[config.mk]
export PLATFORM = sky130hd
export DESIGN_NAME = tdm_demux_1to4
export DESIGN_NICKNAME = d
export VERILOG_FILES = /design/src/rtl/tdm_demux_1to4_pkg.sv /design/src/rtl/tdm_demux_1to4.sv
export SDC_FILE = /design/constraint.sdc
export NUM_CORES = 1
export LEC_CHECK = 0
export CORE_UTILIZATION = 45
export CTS_CLUSTER_DIAMETER = 80
export DETAILED_ROUTE_END_ITERATION = 12
export PLACE_DENSITY = 0.7
export SETUP_SLACK_MARGIN = 0.4
export SLEW_MARGIN = 20
export SYNTH_ARGS = -nofsm -noshare
export SYNTH_HDL_FRONTEND = slang
export SYNTH_SLANG_ARGS = --single-unit
[constraint.sdc]
create_clock -name clk -period 2.7 [get_ports clk]
set_input_delay 0.54 -clock clk [delete_from_list [all_inputs] [get_ports clk]]
set_output_delay 0.54 -clock clk [all_outputs]
set_load 0.02 [all_outputs]
[src/rtl/tdm_demux_1to4_pkg.sv]
// Shared constants and types for the 4-slot TDM receive demux.
// Slot count, slot index width and framing state encoding.
package tdm_demux_1to4_pkg;

    localparam int SLOTS  = 4;
    localparam int SLOT_W = 2;

    typedef logic [SLOT_W-1:0] slot_t;

    typedef enum logic {
        HUNT = 1'b0,
        RUN  = 1'b1
    } state_t;

endpackage

[src/rtl/tdm_demux_1to4.sv]
// Receive end of a 4-slot TDM link: routes frame beat k to out<k>.
// Partial frames sit in shadow regs so out0..out3 only change on a whole frame.
module tdm_demux_1to4
    import tdm_demux_1to4_pkg::*;
#(
    parameter int W = 8
) (
    input  logic         clk,
    input  logic         rst,
    input  logic         in_valid,
    input  logic [W-1:0] in_data,
    input  logic         in_sync,
    output logic [W-1:0] out0,
    output logic [W-1:0] out1,
    output logic [W-1:0] out2,
    output logic [W-1:0] out3,
    output logic         out_valid,
    output logic [1:0]   slot,
    output logic         sync_err
);

    localparam slot_t LAST = slot_t'(SLOTS - 1);
    localparam slot_t ONE  = slot_t'(1);

    state_t       state;
    slot_t        idx;
    logic [W-1:0] sh0;
    logic [W-1:0] sh1;
    logic [W-1:0] sh2;

    assign slot = idx;

    always_ff @(posedge clk or posedge rst) begin
        if (rst) begin
            state     <= HUNT;
            idx       <= '0;
            sh0       <= '0;
            sh1       <= '0;
            sh2       <= '0;
            out0      <= '0;
            out1      <= '0;
            out2      <= '0;
            out3      <= '0;
            out_valid <= 1'b0;
            sync_err  <= 1'b0;
        end else begin
            out_valid <= 1'b0;
            sync_err  <= 1'b0;
            if (in_valid) begin
                unique case (state)
                    HUNT: begin
                        if (in_sync) begin
                            sh0   <= in_data;
                            idx   <= ONE;
                            state <= RUN;
                        end
                    end
                    RUN: begin
                        if (in_sync) begin
                            // a sync mid-frame restarts alignment on this beat
                            sync_err <= (idx != '0);
                            sh0      <= in_data;
                            idx      <= ONE;
                        end else if (idx == '0) begin
                            sync_err <= 1'b1;
                            idx      <= '0;
                            state    <= HUNT;
                        end else if (idx == LAST) begin
                            out0      <= sh0;
                            out1      <= sh1;
                            out2      <= sh2;
                            out3      <= in_data;
                            out_valid <= 1'b1;
                            idx       <= '0;
                        end else begin
                            unique case (idx)
                                2'd1:    sh1 <= in_data;
                                default: sh2 <= in_data;
                            endcase
                            idx <= idx + ONE;
                        end
                    end
                    default: state <= HUNT;
                endcase
            end
        end
    end

endmodule

==> metrics.txt <==
outcome completed; initial antenna violation count 0; GPL Wtd Cong 0.7505; multiplexer share of the synthesized area 27.09%; IO buf count 47; WL per Instance 15.42 um; most frequent cells in the layout dfrtp_1 (61), mux2_2 (48), clkdlybuf4s50_1 (47); Slew @ Worst Pin 0.5713 ns; row cnt 26; min-delay worst type flop to flop; Ports 48; Synth Area in XOR/XNOR 0%; clock root buffer clkbuf_8; largest cells by area after synthesis dfrtp_1 (63%), mux2_2 (22%), mux2_4 (4.9%); Setup Fix Bufs, Post-CTS 0; Pins Over Slew Limit 0; post-CTS resize count 0; Synth Area in Compound Gates 1.539%; Post-Synth Adder-Cell Area 3.592%; cells after synthesis 150; Die Span Y 75.62 um; number of global-route vias before repair 1386; Req. time, crit path 2.90 ns; proportion of layout cells with a drive suffix above 1 36.06%; clock tree buffer depth 2; sequential area share after synthesis 62.60%; clock group share of total power 19.2%; leakage power 0.001450 uW; R2R cell count 5; CP Max Fanout 9; ant diodes 0; setup TNS 0 ns; Synth top area share 62.60%; P_sw 1085 uW; post-layout util 60.93%; unrepaired setup endpoints after global routing no; HP Start sh1[1]$_DFFE_PP0P_; total global routing track utilization 17.44%; DRT Wirelength 4.286 mm; synthesized area 2439 um2; total number of vias 1378; DRT Pass-1 Iters 4; HPWL Detailed 3.029 mm; register share of total power 42.8%; Num CTS Buffers 9; first-pass GRT wire length 6.934 mm; post-synthesis simple-gate area fraction 2.565%; Die X 75.62 um; hold_ws 0.5023 ns; clk slew on worst S/H paths 0.06 ns; Max-Cap Viols 0; full die area 5718 um2; Syn Area/Cell 16.26 um2; Skew-Pair Late Insertion Delay 0.32 ns; clock sink count 61; commonest non-fill, non-tap cell in the layout dfrtp_1; Max-slew headroom 61.80%; count of hold-fix buffers inserted at cts 0; main combinational cell family by area after synthesis multiplexers; Min-Delay Endpoint sh1[1]$_DFFE_PP0P_; largest net degree at the start of global routing 39; crit end category flop; CTS tree built; hold depth 1; fmax 0.4733 GHz; Worst Setup Start Kind input pin; VDD IR-drop max 519.2 uV; fin crit share 78.25%; starting density of the core 47.15%; Comb pwr share 38.0%; routed vias/inst 4.957; Sw Ratio 31.00%; H-tree levels 3; DRC viols 0; Distinct cells, synth 20; Initial DRC Count 46; Setup Skew 0.005043 ns; post-route minimum period 2.113 ns; Syn. warnings 0; CP Class input pin to flop; core area 5172 um2; Int Power 2416 uW; capture point of the worst reg-to-reg path sh1[3]$_DFFE_PP0P_; synthesized flop and latch total 61; largest area contributor in the netlist dfrtp_1; endpoints failing setup 0; Worst R2R Start slot[0]$_DFFE_PP0P_; synthesized net count 169; Final Hold Viols 0; synth-to-layout area growth 29.25%; Arr. time, crit path 2.32 ns; Final ANT Viol Nets 0; GR Overflow Total 0; PwrDens 1111 nW/um2; Nets 224; reg2reg setup slack 0.62 ns
-- per-stage QoR --
stage                     std cells  area (um2)  power, uW  worst slack, ns
after floorplan                 150        2439       2256           0.6470
after global placement          264        2987       2798           0.3360
after detailed placement        264        2987       2860           0.2627
after CTS                       278        3152       3549           0.6001
after global routing            278        3152       3720           0.5042
final                           278        3152       3501           0.5873
-- cell usage after synthesis, drive strengths merged --
| cell | n |
|---|---|
| a21oi | 2 |
| dfrtp | 61 |
| nor2 | 2 |
| or4b | 1 |
| a31oi | 1 |
| nor3b | 1 |
| nor2b | 1 |
| inv | 5 |
| mux2 | 56 |
| nand4 | 2 |
| ha | 7 |
| o22ai | 1 |
| a32o | 1 |
| o21ai | 1 |
| nand2 | 2 |
| buf | 6 |
-- worst max-delay path by stage --
stage,start,endpoint,slack [ns]
6_report,in_valid,sh2[0]$_DFFE_PP0P_,0.59
5_1_grt,slot[1]$_DFFE_PP0P_,sh1[3]$_DFFE_PP0P_,0.50
4_1_cts,slot[0]$_DFFE_PP0P_,sh1[2]$_DFFE_PP0P_,0.60
3_5_place_dp,in_valid,sh2[2]$_DFFE_PP0P_,0.26
3_3_place_gp,in_valid,sh2[2]$_DFFE_PP0P_,0.34
2_1_floorplan,rst,out0[0]$_DFFE_PP0P_,0.65
-- layer usage --
metal  global-route usage (%)  vias to the layer above  share of wire, %
met3                    6.746                        6               3.3
met1                    22.01                      707                46
li1                         -                      629                 -
met2                    26.88                       36                49
met5                        0                        -                 0
met4                    7.613                        0               1.6
-- kinds of logic after synthesis --
family                   count (synthesis)
AO/OA/AOI/OAI                            6
adder cells (fa/ha/maj)                  7
AND/OR/NAND/NOR                          9
buffers and inverters                   11
flip-flops                              61
multiplexers                            56
-- state kept, by name, summed over array words and instances (netlist names), 2 cells and up --
name / flops
out2: 8
sh0: 8
sh1: 8
out0: 8
slot: 2
out1: 8
out3: 8
sh2: 8
-- critical path: stages --
cell	delay, ns
clkdlybuf4s50_1	0.70
nand2_4	0.10
or4b_4	0.64
mux2_4	0.33
-- area by class of cell --
class	instances	area [um2]
clock inverters	2	10.01
well taps	70	87.58
flip-flops and latches	61	1526
inverters	5	18.77
multi-input cells	78	848.3
fillers	383	2021
clock buffers	12	155.1
repair buffers	50	505.5
-- power by group through the flow --
stage	Combinational (uW)	Sequential (uW)	Clock (uW)
after floorplan	519	1740	0
after global placement	1310	1490	0
after detailed placement	1340	1520	0
after CTS	1350	1500	698
after global routing	1430	1550	742
final	1330	1500	673
No activity file was read; power rests on OpenSTA's default activity.
